[src/rtl/instr_fetch_if.sv]
// Bundle of fetch-unit signals: instruction-memory port, redirect, output stream.
// No logic and no latency of its own; it only carries wires.
// The consumer drives out_ready; the fetch unit holds the head while it is low.
interface instr_fetch_if;
  logic [31:0] imem_addr;
  logic        imem_req;
  logic [31:0] imem_data;
  logic        redirect;
  logic [31:0] redirect_pc;
  logic        out_valid;
  logic [31:0] out_instr;
  logic [31:0] out_pc;
  logic        out_ready;

  // Fetch-unit side.
  modport master (
    output imem_addr, imem_req, out_valid, out_instr, out_pc,
    input  imem_data, redirect, redirect_pc, out_ready
  );

  // Environment side: memory, branch resolution and the consumer.
  modport slave (
    input  imem_addr, imem_req, out_valid, out_instr, out_pc,
    output imem_data, redirect, redirect_pc, out_ready
  );
endinterface

[src/rtl/instr_fetch.sv]
// Sequential instruction fetch into a DEPTH-entry buffer, with redirect flush.
// Latency: an address issued in cycle N reaches the buffer head in cycle N+2.
// Backpressure: issue stalls once buffered + in-flight words would exceed DEPTH.
module instr_fetch #(
  parameter logic [31:0] RESET_PC = 32'h00000000,
  parameter int          DEPTH    = 2
) (
  input  logic          clk,
  input  logic          rst,
  instr_fetch_if.master bus
);

  localparam int PW = $clog2(DEPTH);
  localparam int CW = $clog2(DEPTH + 1);

  typedef logic [PW-1:0] ptr_t;

  // Fetch-side state
  logic [31:0]   r_pc;
  logic          r_inflight_v;
  logic [31:0]   r_inflight_pc;

  // Buffer state
  logic [CW-1:0] r_count;
  ptr_t          r_rd_ptr;
  ptr_t          r_wr_ptr;
  logic [31:0]   r_buf_instr [DEPTH];
  logic [31:0]   r_buf_pc    [DEPTH];

  logic          w_out_valid;
  logic          w_pop;
  logic          w_push;
  logic          w_issue;
  logic [CW:0]   w_occ;
  ptr_t          w_rd_ptr_nxt;
  ptr_t          w_wr_ptr_nxt;

  // Head is valid whenever anything is buffered.
  assign w_out_valid = (r_count != '0);

  // A pop during redirect or reset is void: the flush wins.
  assign w_pop  = w_out_valid & bus.out_ready & ~rst & ~bus.redirect;

  // The word requested last cycle arrives now; redirect discards it.
  assign w_push = r_inflight_v & ~rst & ~bus.redirect;

  // Occupancy after this edge if nothing new is issued. Never underflows,
  // since a pop needs at least one buffered entry.
  assign w_occ   = {1'b0, r_count} + (CW+1)'(r_inflight_v) - (CW+1)'(w_pop);
  assign w_issue = ~rst & ~bus.redirect & (w_occ < (CW+1)'(DEPTH));

  // Pointers wrap modulo DEPTH, which need not be a power of two.
  assign w_rd_ptr_nxt = (r_rd_ptr == ptr_t'(DEPTH - 1)) ? '0 : r_rd_ptr + 1'b1;
  assign w_wr_ptr_nxt = (r_wr_ptr == ptr_t'(DEPTH - 1)) ? '0 : r_wr_ptr + 1'b1;

  // Memory port: the address is always the current pc, even in reset.
  assign bus.imem_addr = r_pc;
  assign bus.imem_req  = w_issue;

  // Output head; forced to zero when the buffer is empty.
  assign bus.out_valid = w_out_valid;
  assign bus.out_instr = w_out_valid ? r_buf_instr[r_rd_ptr] : '0;
  assign bus.out_pc    = w_out_valid ? r_buf_pc[r_rd_ptr]    : '0;

  // Fetch pc and in-flight tracking; reset beats redirect beats normal issue.
  always_ff @(posedge clk) begin
    if (rst) begin
      r_pc          <= RESET_PC;
      r_inflight_v  <= 1'b0;
      r_inflight_pc <= '0;
    end else if (bus.redirect) begin
      r_pc          <= bus.redirect_pc;
      r_inflight_v  <= 1'b0;
    end else begin
      r_inflight_v <= w_issue;
      if (w_issue) begin
        r_inflight_pc <= r_pc;
        r_pc          <= r_pc + 32'd1;
      end
    end
  end

  // Buffer occupancy and pointers; a flush empties the buffer outright.
  always_ff @(posedge clk) begin
    if (rst || bus.redirect) begin
      r_count  <= '0;
      r_rd_ptr <= '0;
      r_wr_ptr <= '0;
    end else begin
      if (w_push && !w_pop) begin
        r_count <= r_count + 1'b1;
      end else if (w_pop && !w_push) begin
        r_count <= r_count - 1'b1;
      end
      if (w_push) begin
        r_wr_ptr <= w_wr_ptr_nxt;
      end
      if (w_pop) begin
        r_rd_ptr <= w_rd_ptr_nxt;
      end
    end
  end

  // Buffer storage; contents beyond count are don't-care, so no reset.
  always_ff @(posedge clk) begin
    if (w_push) begin
      r_buf_instr[r_wr_ptr] <= bus.imem_data;
      r_buf_pc[r_wr_ptr]    <= r_inflight_pc;
    end
  end

endmodule
[src/flat_wrapper.sv]
// flat-port wrapper written by rule: the top's interface ports become plain ports
module instr_fetch_flat 
#(
  parameter logic [31:0] RESET_PC = 32'h00000000,
  parameter int          DEPTH    = 2
)
  (clk, rst, bus_imem_addr, bus_imem_req, bus_out_valid, bus_out_instr, bus_out_pc, bus_imem_data, bus_redirect, bus_redirect_pc, bus_out_ready);
  instr_fetch_if bus_i ();
  input  logic clk;
  input  logic rst;
  output wire logic [$bits(bus_i.imem_addr)-1:0] bus_imem_addr;
  output wire logic [$bits(bus_i.imem_req)-1:0] bus_imem_req;
  output wire logic [$bits(bus_i.out_valid)-1:0] bus_out_valid;
  output wire logic [$bits(bus_i.out_instr)-1:0] bus_out_instr;
  output wire logic [$bits(bus_i.out_pc)-1:0] bus_out_pc;
  input wire logic [$bits(bus_i.imem_data)-1:0] bus_imem_data;
  input wire logic [$bits(bus_i.redirect)-1:0] bus_redirect;
  input wire logic [$bits(bus_i.redirect_pc)-1:0] bus_redirect_pc;
  input wire logic [$bits(bus_i.out_ready)-1:0] bus_out_ready;
  assign bus_imem_addr = bus_i.imem_addr;
  assign bus_imem_req = bus_i.imem_req;
  assign bus_out_valid = bus_i.out_valid;
  assign bus_out_instr = bus_i.out_instr;
  assign bus_out_pc = bus_i.out_pc;
  assign bus_i.imem_data = bus_imem_data;
  assign bus_i.redirect = bus_redirect;
  assign bus_i.redirect_pc = bus_redirect_pc;
  assign bus_i.out_ready = bus_out_ready;
  instr_fetch #(.RESET_PC(RESET_PC), .DEPTH(DEPTH)) u_core (.clk(clk), .rst(rst), .bus(bus_i));
endmodule
[config.mk]
export PLATFORM = sky130hd
export DESIGN_NAME = instr_fetch_flat
export DESIGN_NICKNAME = d
export VERILOG_FILES = /design/src/rtl/instr_fetch_if.sv /design/src/rtl/instr_fetch.sv /design/src/flat_wrapper.sv
export SDC_FILE = /design/constraint.sdc
export NUM_CORES = 1
export LEC_CHECK = 0
export ABC_AREA = 1
export BUFFER_PORTS_ARGS = -buffer_cell sky130_fd_sc_hd__buf_2
export CORE_MARGIN = 4
export CORE_UTILIZATION = 44
export DETAILED_ROUTE_END_ITERATION = 8
export GPL_ROUTABILITY_DRIVEN = 0
export PLACE_DENSITY = 0.66
export REMOVE_ABC_BUFFERS = 1
export SYNTH_ARGS = -nofsm -noshare
export SYNTH_HDL_FRONTEND = slang
export SYNTH_SLANG_ARGS = --single-unit
[constraint.sdc]
create_clock -name clk -period 5 [get_ports clk]
set_input_delay 0.25 -clock clk [delete_from_list [all_inputs] [get_ports clk]]
set_output_delay 0.25 -clock clk [all_outputs]
set_load 0.05 [all_outputs]
* Yosys cells after proc, flatten, opt, wreduce, memory -nomap -nowiden
Memory sizes are Yosys's and may differ from the RTL's. A register that Yosys moved wholly into a read port is not among the register bits.
Index checks and enable logic that the tools add are counted.
** Cells by class
- Add/subtract/negate cells :: 7
- Order comparisons :: 1
- Mux-type cells :: 14
- Bitwise logic cells :: 9
- Reduce and logical (&&, ||, !) cells :: 10
** Operators by type and width (number)
- 32-bit two-way mux :: 4
- 32-bit by 1-bit adder with 32-bit output (second input constant) :: 1
- 1-bit two-way mux :: 8
- 1-bit AND :: 7
- 2-bit nonzero test :: 3
- 2-bit two-way mux :: 2
- 2-bit by 1-bit adder with 3-bit output :: 1
- 3-bit by 2-bit < comparator with 1-bit output (second input constant) :: 1
- 3-bit by 1-bit subtractor with 3-bit output :: 1
- 1-bit adder (second input constant) :: 2
- 2-bit by 1-bit adder with 2-bit output (second input constant) :: 1
- 1-bit logical AND :: 2
- 1-bit zero test :: 2
- 1-bit NOT :: 2
- 2-bit AND reduction :: 1
- 2-bit OR reduction :: 1
- 2-bit by 1-bit subtractor with 2-bit output (second input constant) :: 1
- 1-bit logical OR :: 1
** Storage, ports and cells
- Register bits after elaboration :: 69
- Bits in writable memories :: 128
- Input bits :: 68
- Output and inout bits :: 98
- Word-level logic and storage cells :: 49
- Memories kept :: 2
** Memories
- u_core.r_buf_instr :: words 2, bits a word 32, read ports 1, clocked after Yosys merged registers in 1, wr ports 1, line instr_fetch.sv:27 : logic [31:0] r_buf_instr [DEPTH];
- u_core.r_buf_pc :: words 2, bits a word 32, read ports 1, clocked after Yosys merged registers in 1, wr ports 1, line instr_fetch.sv:28 : logic [31:0] r_buf_pc [DEPTH];

* Depth between registers and ports, before layout
Gate-level depths: netlist (run 1).
- Depth in word-level cells :: 9
- Depth in mapped cells :: 18
- Depth with buffers taken out :: 17

* Least setup slack after synthesis (run 1)
Ideal clock, no wire load.
- Kind :: in2reg
- From :: in rst
- To :: mem u_core.r_buf_instr[1][0] (enable)
- Library setup time :: 0.488 ns
- Arrival :: 3.435 ns
- Data required time :: 4.512 ns
- Path slack :: 1.077 ns
- Stages on the path :: 6
- Path buffers :: 1
- Cell sequence :: buf_6 > inv_2 > nand2_4 > nor2_1 > inv_1 > nor2_1
** On the way
- Cells in the longest elaborated chain, start to end :: 5
** RTL lines
- start: declaration :: line flat_wrapper.sv:10 : input logic rst;
- 1-bit NOT :: line instr_fetch.sv:45 : assign w_push = r_inflight_v & ~rst & ~bus.redirect;
- 1-bit AND (2 in a row) :: line instr_fetch.sv:45
- named net u_core.w_push :: line instr_fetch.sv:32 : logic w_push;
- 1-bit two-way mux :: line instr_fetch.sv:106 : if (w_push) begin
- 1-bit two-way mux (not written as such) :: line instr_fetch.sv:107 : r_buf_instr[r_wr_ptr] <= bus.imem_data;
- end: declaration :: line instr_fetch.sv:27
The timed path passes the listed nets, and every way through them passes these cells.

* Final worst setup path (run 1)
- From :: reg u_core.r_count[1]
- To :: out bus_imem_req
** On the way
- Cells in the longest elaborated chain, start to end :: 7
- Elaborated cells between the ends (all ways) :: 8
- Those cells by class :: add/sub (2); order compare (1); bitwise (4); reduce/logical (1)
** RTL lines
- start: declaration :: line instr_fetch.sv:24 : logic [CW-1:0] r_count;
- start signal: assignment :: line instr_fetch.sv:91 : r_count <= r_count + 1'b1;
- start signal: assignment :: line instr_fetch.sv:93 : r_count <= r_count - 1'b1;
- 2-bit nonzero test :: line instr_fetch.sv:39 : assign w_out_valid = (r_count != '0);
- 1-bit AND (3 in a row) :: line instr_fetch.sv:42 : assign w_pop = w_out_valid & bus.out_ready & ~rst & ~bus.redirect;
- named net u_core.w_pop :: line instr_fetch.sv:31 : logic w_pop;
- 3-bit by 1-bit subtractor with 3-bit output :: line instr_fetch.sv:49 : assign w_occ = {1'b0, r_count} + (CW+1)'(r_inflight_v) - (CW+1)'(w_pop);
- 3-bit by 2-bit < comparator with 1-bit output :: line instr_fetch.sv:50 : assign w_issue = ~rst & ~bus.redirect & (w_occ < (CW+1)'(DEPTH));
- 1-bit AND :: line instr_fetch.sv:50
- end: declaration :: line flat_wrapper.sv:12 : output wire logic [$bits(bus_i.imem_req)-1:0] bus_imem_req;
The timed path passes the listed nets, and every way through them passes these cells.

==> results.yml, run 1 <==
status:
  status: "finished, final reports clean"
min_path:
  min_to: "u_core.r_buf_instr[1][25]$_DFFE_PP_"
  hp-start: "bus_imem_data[25]"
  whs_path_depth: 1
  hold_path.class: "primary input to register"
grt:
  grt_pass1_wl_um: 34700
  grt_max_degree: 65
  use_met2: 0.348
  busiest_layer: "met2"
  grt_util_met1: 0.268
  antenna_found_initial: 0
  grt_use_met3: 0.0435
  grt_use_total: 0.204
  grt_pass1_vias: 6495
  gr-total-overflow: 0
power_and_ir_drop:
  power_density_mw_per_mm2: 344
  p_int_w: 0.00264
  p_comb_frac: 0.092
  p_leak_nw: 4.31
  seqPwrFrac: 0.520
  clkPwrFrac: 0.388
  netSwitchingPower_w: 0.000879
  switching_share: 0.250
  vdd_ir_drop_max_mv: 0.254
critical_path:
  cp-end-kind: "output port"
  worstSetupStartpointType: "register"
  arrival_ps: 3450
  r2r-start: "u_core.r_count[1]$_SDFFE_PP0P_"
  r2r_slack_ps: 1420
  r2r_end: "u_core.bus.imem_addr[5]$_SDFFE_PP0P_"
  cp_max_fo: 31
  crit_type: "register to output port"
  crit_required_ps: 4750
  r2r_cells: 16
sta:
  skew_ps: 10.1
  fin_setup_tns_ps: 0
  fin_ws_ps: 1300
  finalCritPeriodShare: 0.740
  tightest_slew_ps: 802
  rsz0062_at_grt: "false"
  slew_viol_final: 0
  timing.final.hold_violations: 0
  whs_ps: 13.1
  relSlewSlack: 0.466
  period_needed_ps: 3700
  finalSetupViolations: 0
  fmax_mhz: 270
drt:
  wire_per_inst_um: 16.2
  route.detailed.drc: 0
  vias_per_cell: 5.05
  first_iter_violations: 419
  dr_total_vias: 6742
  totalWireLength_um: 21600
  drt_first_pass_iters: 5
  antenna_left: 0
floorplan:
  core_area_sq_mm: 0.0188
  io_pins: 166
  initial_core_util: 0.449
  die_y_um: 146
  dieArea_sq_mm: 0.0214
  core.rowCount: 50
  die_w_um: 146
placement:
  port_buffers: 165
  placed_cells_incl_taps: 1282
  dp_hpwl_um: 14100
  preCtsSetupSlack_ps: 1390
logic_synthesis:
  synth_most_common_cell: "nand2_1"
  yosysWarnings: 0
  synth_seq_cells: 198
  ys_seq_area_frac: 0.623
  ys_types: 31
  netlist_top_cells_count: "nand2_1 (268), edfxtp_1 (128), a21oi_1 (90)"
  synth_ff_type: "edfxtp_1"
  synth.top_cell.area_share: 0.456
  synthesis.area_sq_mm: 0.00842
  syn_inst: 916
  avgSynthCellArea_sq_um: 9.19
  yosys-top-cells-area: "edfxtp_1 (46%), dfxtp_1 (17%), nand2_1 (12%)"
  async_reset_ff_frac: 0
  synth_largest_area_cell: "edfxtp_1"
  synth_edf_count: 128
layout:
  final_layout_size_suffix_gt1_frac: 0.203
  final_nets: 1160
  syn2layout_area_growth_pct: 21.5
  stdcell_count: 1335
  antennaDiodeCount: 0
clocking:
  insertion_delay_ps: 430
  cts_sinks: 198
  clkTransAtPathRegs_ps: 70
  cts_resized: 0
  htree_levels: 4
  cts_tree: "yes"
  clk_path_buf_depth: 2
  cts-root-buf: "clkbuf_16"
  numCtsBuffers: 17
run:
  drv_cap: 0
==> flip-flops by register name, summed over array words and instances (netlist names), named ones only <==
register and count:
u_core.r_buf_pc 64, u_core.r_wr_ptr 1, u_core.bus.imem_addr 32, u_core.r_inflight_pc 32
u_core.r_count 2, u_core.r_rd_ptr 1, u_core.r_buf_instr 64, u_core.r_inflight_v 1
==> layout make-up <==
class	count	area, sq um
fillers	1690	8540
multi-input cells	590	2670
clock buffers	20	447
repair buffers	196	1110
clock inverters	12	139
inverters	85	319
flip-flops and latches	198	5250
well taps	234	293
==> placed cells by master (no fill, tap or decap), drive strengths merged <==
cell type    netlist  final
a211oi             9      9
a21oi             90     90
a22oi              2      2
a31oi              6      6
and2               1      1
buf               13    175
bufinv             0      2
clkbuf            30     20
clkinv             0      4
clkinvlp           0      1
dfxtp             70     70
dlygate4sd3        0     21
edfxtp           128    128
fa                 1      1
ha                 3      3
inv               85     90
nand2            270    270
nand3             46     46
nand3b             3      3
nand4              7      7
nor2              92     92
nor3              11     11
nor3b              1      1
o211ai             1      1
o21a               1      1
o21ai             36     36
or2                3      3
xnor2              1      1
xor2               6      6
==> timing repair <==
action / 4_1_cts / 5_1_grt
buffers inserted: 0 / 0
hold buffers: 21 / 0
endpoints found under the hold margin: 41 / 0
==> layer usage <==
metal  routed length, um  part of all wire  vias to the layer above
met5                   0                 0                        -
met4                 239             0.011                        0
met3                1150             0.053                       17
met2               10600              0.49                      193
met1                9660              0.45                     3165
li1                    -                 -                     3367
==> how the worst max path moves through the flow <==
stage	depth (start not counted)	to	from	slack, ps
after CTS	12	bus_imem_req	u_core.r_count[1]$_SDFFE_PP0P_	1300
after floorplan	16	u_core.bus.imem_addr[3]$_SDFFE_PP0P_	u_core.r_count[1]$_SDFFE_PP0P_	-1360
final	12	bus_imem_req	u_core.r_count[1]$_SDFFE_PP0P_	1300
after global placement	16	u_core.bus.imem_addr[6]$_SDFFE_PP0P_	bus_redirect	1470
after detailed placement	16	u_core.bus.imem_addr[5]$_SDFFE_PP0P_	bus_redirect	1390
after global routing	16	u_core.bus.imem_addr[6]$_SDFFE_PP0P_	u_core.r_count[1]$_SDFFE_PP0P_	970
==> power by group through the flow <==
stage | sequential, W | clock (W) | combinational [W]
2_1_floorplan | 0.00191 | 0 | 0.000145
3_3_place_gp | 0.00187 | 0 | 0.000306
3_5_place_dp | 0.00187 | 0 | 0.000311
4_1_cts | 0.00183 | 0.00138 | 0.000326
5_1_grt | 0.00184 | 0.00146 | 0.000354
6_report | 0.00183 | 0.00137 | 0.000323
==> critical path, cell delays in order, from the launching register on <==
cell	delay [ps]
dfxtp_1	440
nor2_4	50
inv_1	60
nand2_1	70
nor2_1	140
ha_1	240
or2_2	300
fa_1	480
inv_1	50
nor2_2	100
nand2_2	360
inv_2	390
buf_2	330
==> kinds of logic after synthesis <==
group | after synthesis | synth area share
compound gates | 145 | 0.0909
buf+inv | 128 | 0.0624
simple gates | 434 | 0.210
flops | 198 | 0.623
xor+xnor | 7 | 0.00728
fa+ha+maj | 4 | 0.00684
==> per-stage QoR <==
step	instance area [sq um]	util	power [W]
5_1_grt	10200	0.545	0.00365
3_3_place_gp	9430	0.503	0.00217
2_1_floorplan	8210	-	0.00206
4_1_cts	10200	0.545	0.00354
3_5_place_dp	9430	0.503	0.00218
6_report	10200	0.545	0.00352
(Power assumes the default switching activity.)
==> inputs of run 2 (changes only) <==
Settings changed: ABC_AREA 1 to 0.
Clock period 5 ns to 3.83 ns, I/O delays scaled along.
==> results.yml, run 2 <==
status:
  status: "finished, final reports clean"
critical_path:
  cpMaxStageDelayCell: "dfxtp_1"
  cp_max_fo: 11
  critPathTopFamily: "buffers and inverters"
  r2r_cells: 12
  r2r_end: "u_core.bus.imem_addr[15]$_SDFFE_PP0P_"
  crit_type: "register to output port"
  worstSetupStartpointType: "register"
  r2r-start: "u_core.r_count[1]$_SDFFE_PP0P_"
  cp-end-kind: "output port"
  cp_slowest_stage_delay_ps: 500
  critical_path_buf_inv_count: 6
  r2r_slack_ps: 430
  path_cells: "nor2_4 > inv_1 > nand3_1 > inv_1 > ha_1 > nand2b_1 > fa_1 > xnor2_1 > buf_4 > nand3_2 > inv_1 > buf_4 > buf_2"
  crit_required_ps: 3640
  arrival_ps: 3260
  crit_path_frequent_cell: "inv_1"
clocking:
  insertion_delay_ps: 430
  cts-root-buf: "clkbuf_16"
  htree_levels: 4
  cts_resized: 0
  numCtsBuffers: 17
  cts_sinks: 198
  cts_tree: "yes"
  clk_path_buf_depth: 2
  clkTransAtPathRegs_ps: 70
drt:
  first_iter_violations: 365
  wire_per_inst_um: 16.9
  totalWireLength_um: 18900
  dr_total_vias: 5737
  vias_per_cell: 5.14
  antenna_left: 0
  drt_first_pass_iters: 5
  route.detailed.drc: 0
sta:
  timing.final.hold_violations: 0
  finalSetupViolations: 0
  finalCritPeriodShare: 0.901
  slew_viol_final: 0
  fin_setup_tns_ps: 0
  relSlewSlack: 0.345
  period_needed_ps: 3450
  fmax_mhz: 290
  rsz0062_at_grt: "false"
  skew_ps: 9.75
  tightest_slew_ps: 979
logic_synthesis:
  muxShareOfSynthArea: 0.0855
  ys_seq_area_frac: 0.655
  yosys-top-cells-area: "edfxtp_1 (48%), dfxtp_1 (18%), mux2i_1 (8.1%)"
  synth_edf_count: 128
  avgSynthCellArea_sq_um: 11.8
  synth_most_common_cell: "edfxtp_1"
  synth_compound_area_frac: 0.0597
  synth_xor_area_frac: 0.0295
  async_reset_ff_frac: 0
  synthesis.area_sq_mm: 0.00801
  synthSimpleGateAreaFrac: 0.139
  yosysWarnings: 0
  syn_inst: 680
  synth.top_cell.area_share: 0.480
  ys_types: 45
  synth_ff_type: "edfxtp_1"
  netlist_top_cells_count: "edfxtp_1 (128), nand2_1 (95), nor2_1 (88)"
  synth_top_family_by_area: "simple AND/OR/NAND/NOR gates"
  synthAdderAreaFrac: 0.00719
  synth_largest_area_cell: "edfxtp_1"
  synth_seq_cells: 198
grt:
  antenna_found_initial: 0
  grt_use_total: 0.188
  grt_pass1_vias: 5694
  grt_pass1_wl_um: 30000
  grt_max_degree: 67
  gr-total-overflow: 0
layout:
  final_nets: 946
  final_common_cell: "buf_2"
  final_cell_mix: "buf_2 (165), edfxtp_1 (128), nand2_1 (95)"
  final_layout_size_suffix_gt1_frac: 0.254
  nFillCells: 1569
  antennaDiodeCount: 0
  stdcell_count: 1116
  largest_registers: "u_core.r_buf_instr (64), u_core.r_buf_pc (64)"
  syn2layout_area_growth_pct: 25.2
floorplan:
  die_y_um: 143
  dieArea_sq_mm: 0.0204
  io_pins: 166
  core.rowCount: 49
  die_w_um: 143
  core_area_sq_mm: 0.0179
  initial_core_util: 0.447
power_and_ir_drop:
  power_w: 0.00446
  p_leak_nw: 3.78
  vdd_ir_drop_max_mv: 0.310
  power_density_mw_per_mm2: 445
min_path:
  min_to: "u_core.bus.imem_addr[0]$_SDFFE_PP0P_"
  whs_path_depth: 3
  hp-start: "bus_redirect_pc[0]"
  hold_path.class: "primary input to register"
placement:
  dp_hpwl_um: 12000
  port_buffers: 165
  placed_cells_incl_taps: 1050
run:
  drv_cap: 0
run 2: cell types whose count changed after synthesis, moves of 12 or more:
cell     before  now
xor2_1        6   18
mux2i_1       0   65
o21ai_0      36    3
nand4_1       7   19
inv_1        80    9
a21oi_1      90   47
nand2_1     268   95
nand3_1      46   20
run 2: worst register-to-register path: stages, from the launching register on:
cell	delay, ps
dfxtp_1	500
nor2_4	50
inv_1	90
nand3_1	110
inv_1	90
ha_1	220
nand2b_1	160
fa_1	620
inv_1	130
or4b_4	570
or4_4	430
xor2_1	160
a211oi_2	210
run 2: cell families (layout without fill, tap and decap cells):
group,count (synthesis),in the layout
muxes,68,68
and+or+nand+nor,252,252
adders and majority gates,4,4
AOI/OAI and AO/OA,81,81
DFF,198,198
xor gates and xnor gates,27,27
buffers and inverters,50,257
run 2: where the power goes:
part | internal [W] | leakage (nW) | switching (W)
combinational | 0.000125 | 1.70 | 0.000257
clock | 0.000913 | 0.268 | 0.000803
sequential | 0.00231 | 1.81 | 0.0000519
run 2: area by class of cell:
| cell class | instances | area (sq um) | share of cell area |
|---|---|---|---|
| Sequential cell | 198 | 5250 | 0.524 |
| Inverter | 10 | 37.5 | 0.00374 |
| Tap cell | 229 | 287 | 0.0286 |
| Clock inverter | 15 | 148 | 0.0147 |
| Timing Repair Buffer | 215 | 1290 | 0.128 |
| Clock buffer | 17 | 425 | 0.0424 |
| Multi-Input combinational cell | 432 | 2590 | 0.259 |
run 2: worst max-delay path by stage:
stage | startpoint | endpoint | slack (ps) | depth (start not counted)
after global placement | rst | u_core.bus.imem_addr[15]$_SDFFE_PP0P_ | 470 | 12
final | u_core.r_count[1]$_SDFFE_PP0P_ | bus_imem_req | 380 | 13
after CTS | u_core.r_count[1]$_SDFFE_PP0P_ | bus_imem_req | 350 | 13
after floorplan | u_core.r_count[1]$_SDFFE_PP0P_ | u_core.bus.imem_addr[8]$_SDFFE_PP0P_ | -3500 | 13
after global routing | u_core.r_count[1]$_SDFFE_PP0P_ | bus_imem_req | 180 | 13
after detailed placement | rst | u_core.bus.imem_addr[15]$_SDFFE_PP0P_ | 400 | 12
run 2: timing repair:
action,4_1_cts,5_1_grt
setup endpoints to repair,0,0
hold buffers,34,0
buffers inserted,0,0
endpoints found under the hold margin,66,0
run 2: metal layers:
metal | wire length (um) | share of wire | vias up | global-route usage
li1 | - | - | 2817 | -
met1 | 8300 | 0.44 | 2727 | 0.245
met2 | 9400 | 0.50 | 179 | 0.322
met3 | 1080 | 0.057 | 14 | 0.0348
met4 | 114 | 0.0060 | 0 | 0.0535
met5 | 0 | 0 | - | 0
run 2: per-stage QoR:
step / hold slack, ps / cell area [sq um] / utilization / worst slack (ps)
2_1_floorplan: 256 / 7850 / - / -3500
6_report: 18.1 / 10000 / 0.560 / 381
5_1_grt: 12.7 / 10000 / 0.560 / 178
3_5_place_dp: 385 / 9110 / 0.509 / 399
3_3_place_gp: 379 / 9110 / 0.509 / 474
4_1_cts: 1.69 / 10000 / 0.560 / 346
==> inputs of run 3 (changes only) <==
Settings changed: CORE_UTILIZATION 44 to 50, PLACE_DENSITY 0.66 to 0.74.
==> results.yml, run 3 (synthesis gave the netlist of run 2 again) <==
critical_path:
  worstSetupStartpointType: "register"
  crit_required_ps: 3640
  crit_type: "register to output port"
  cp_max_fo: 13
  cp-end-kind: "output port"
  arrival_ps: 3300
clocking:
  cts_tree: "yes"
  clk_path_buf_depth: 2
  htree_levels: 4
  cts_sinks: 198
  numCtsBuffers: 17
  cts-root-buf: "clkbuf_16"
  post_cts_buffers: 0
  insertion_delay_ps: 420
  clkTransAtPathRegs_ps: 70
drt:
  vias_per_cell: 5.37
  dr_total_vias: 5880
  antenna_left: 0
  totalWireLength_um: 18900
  wire_per_inst_um: 17.3
  route.detailed.drc: 0
  first_iter_violations: 468
  drt_first_pass_iters: 5
power_and_ir_drop:
  vdd_ir_drop_max_mv: 0.299
  power_density_mw_per_mm2: 447
  p_leak_nw: 3.76
floorplan:
  die_w_um: 135
  initial_core_util: 0.519
  core.rowCount: 45
  dieArea_sq_mm: 0.0181
  core_area_sq_mm: 0.0154
  io_pins: 166
  die_y_um: 135
sta:
  timing.final.hold_violations: 0
  relSlewSlack: 0.231
  fmax_mhz: 287
  whs_ps: 22.6
  rsz0062_at_grt: "false"
  period_needed_ps: 3490
  skew_ps: 8.80
  finalSetupViolations: 0
  finalCritPeriodShare: 0.911
  slew_viol_final: 0
  tightest_slew_ps: 1150
layout:
  final_common_cell: "buf_2"
  nFillCells: 1222
  stdcell_count: 1094
  final_cell_mix: "buf_2 (165), edfxtp_1 (128), nand2_1 (95)"
  final_layout_size_suffix_gt1_frac: 0.248
  syn2layout_area_growth_pct: 24.7
  largest_registers: "u_core.r_buf_instr (64), u_core.r_buf_pc (64)"
  final_nets: 943
  antennaDiodeCount: 0
placement:
  dp_hpwl_um: 11900
  placed_cells_incl_taps: 1027
  port_buffers: 165
grt:
  grt_max_degree: 67
  grt_use_total: 0.208
  antenna_found_initial: 0
  grt_pass1_wl_um: 29800
  gr-total-overflow: 0
  grt_pass1_vias: 5918
status:
  status: "finished, final reports clean"
min_path:
  hold_path.class: "primary input to register"
run:
  drv_cap: 0
run 3: cell types whose count changed in the layout (fill, tap and decap cells not counted), sizes merged, moves of 2 or more:
cell / previous run / this run
buf: 181 / 176
clkbuf: 17 / 20
clkinv: 6 / 3
inv: 14 / 11
dlygate4sd3: 34 / 36
run 3: path summary, 6_finish.rpt:
kind                                               from                                    end  slack [ps]  depth (start not counted)
setup / recovery         u_core.r_count[1]$_SDFFE_PP0P_                           bus_imem_req         340                         12
hold / removal                       bus_redirect_pc[5]   u_core.bus.imem_addr[5]$_SDFFE_PP0P_          20                          3
setup reg to reg         u_core.r_count[1]$_SDFFE_PP0P_  u_core.bus.imem_addr[15]$_SDFFE_PP0P_         360                         12
hold reg to reg   u_core.r_inflight_pc[25]$_SDFFE_PP0P_       u_core.r_buf_pc[1][25]$_DFFE_PP_         450                          0
run 3: area by class of cell:
cell class / instances / area (sq um) / share of cell area
clock inverter: 11 / 126 / 0.0127
tap: 211 / 264 / 0.0264
timing repair buffer: 212 / 1270 / 0.127
clock buffer: 20 / 437 / 0.0437
multi-input combinational: 432 / 2600 / 0.260
sequential: 198 / 5250 / 0.526
inverter: 10 / 41.3 / 0.00413
run 3: repair_timing:
action	4_1_cts	5_1_grt
endpoints found under the setup margin	0	1
hold endpoints to repair	68	0
hold buffers	36	0
resized for setup	0	2
run 3: power breakdown:
group	switching (W)	internal (W)	leakage (nW)
Clock	0.000746	0.000962	0.263
Sequential	0.0000531	0.00231	1.81
Combinational	0.000260	0.000126	1.68
run 3: routing by layer:
metal	share of wire	routed length (um)	GRT usage
met5	0	0	0
met4	0.017	315	0.0662
met3	0.069	1300	0.0481
met2	0.49	9230	0.360
met1	0.43	8030	0.261
run 3: metrics by stage:
step                TNS, ps   util  power (W)  worst slack (ps)  cell area [sq um]
global placement          0  0.587    0.00275               526               9050
floorplan           -276090      -    0.00262             -3500               7850
global route              0  0.647    0.00462               154               9990
CTS                       0  0.647    0.00448               153               9970
finish                    0  0.647    0.00446               341               9990
detailed placement        0  0.587    0.00277               391               9050
run 3: critical path, cell delays in order (launching register included):
cell and delay, ps:
dfxtp_1 540, nor2_4 50, inv_1 100, nand3_1 110, inv_1 90, ha_1 220
nand2b_1 150, fa_1 440, xnor2_2 290, nand3_2 150, clkinvlp_4 240, buf_4 210
buf_2 270
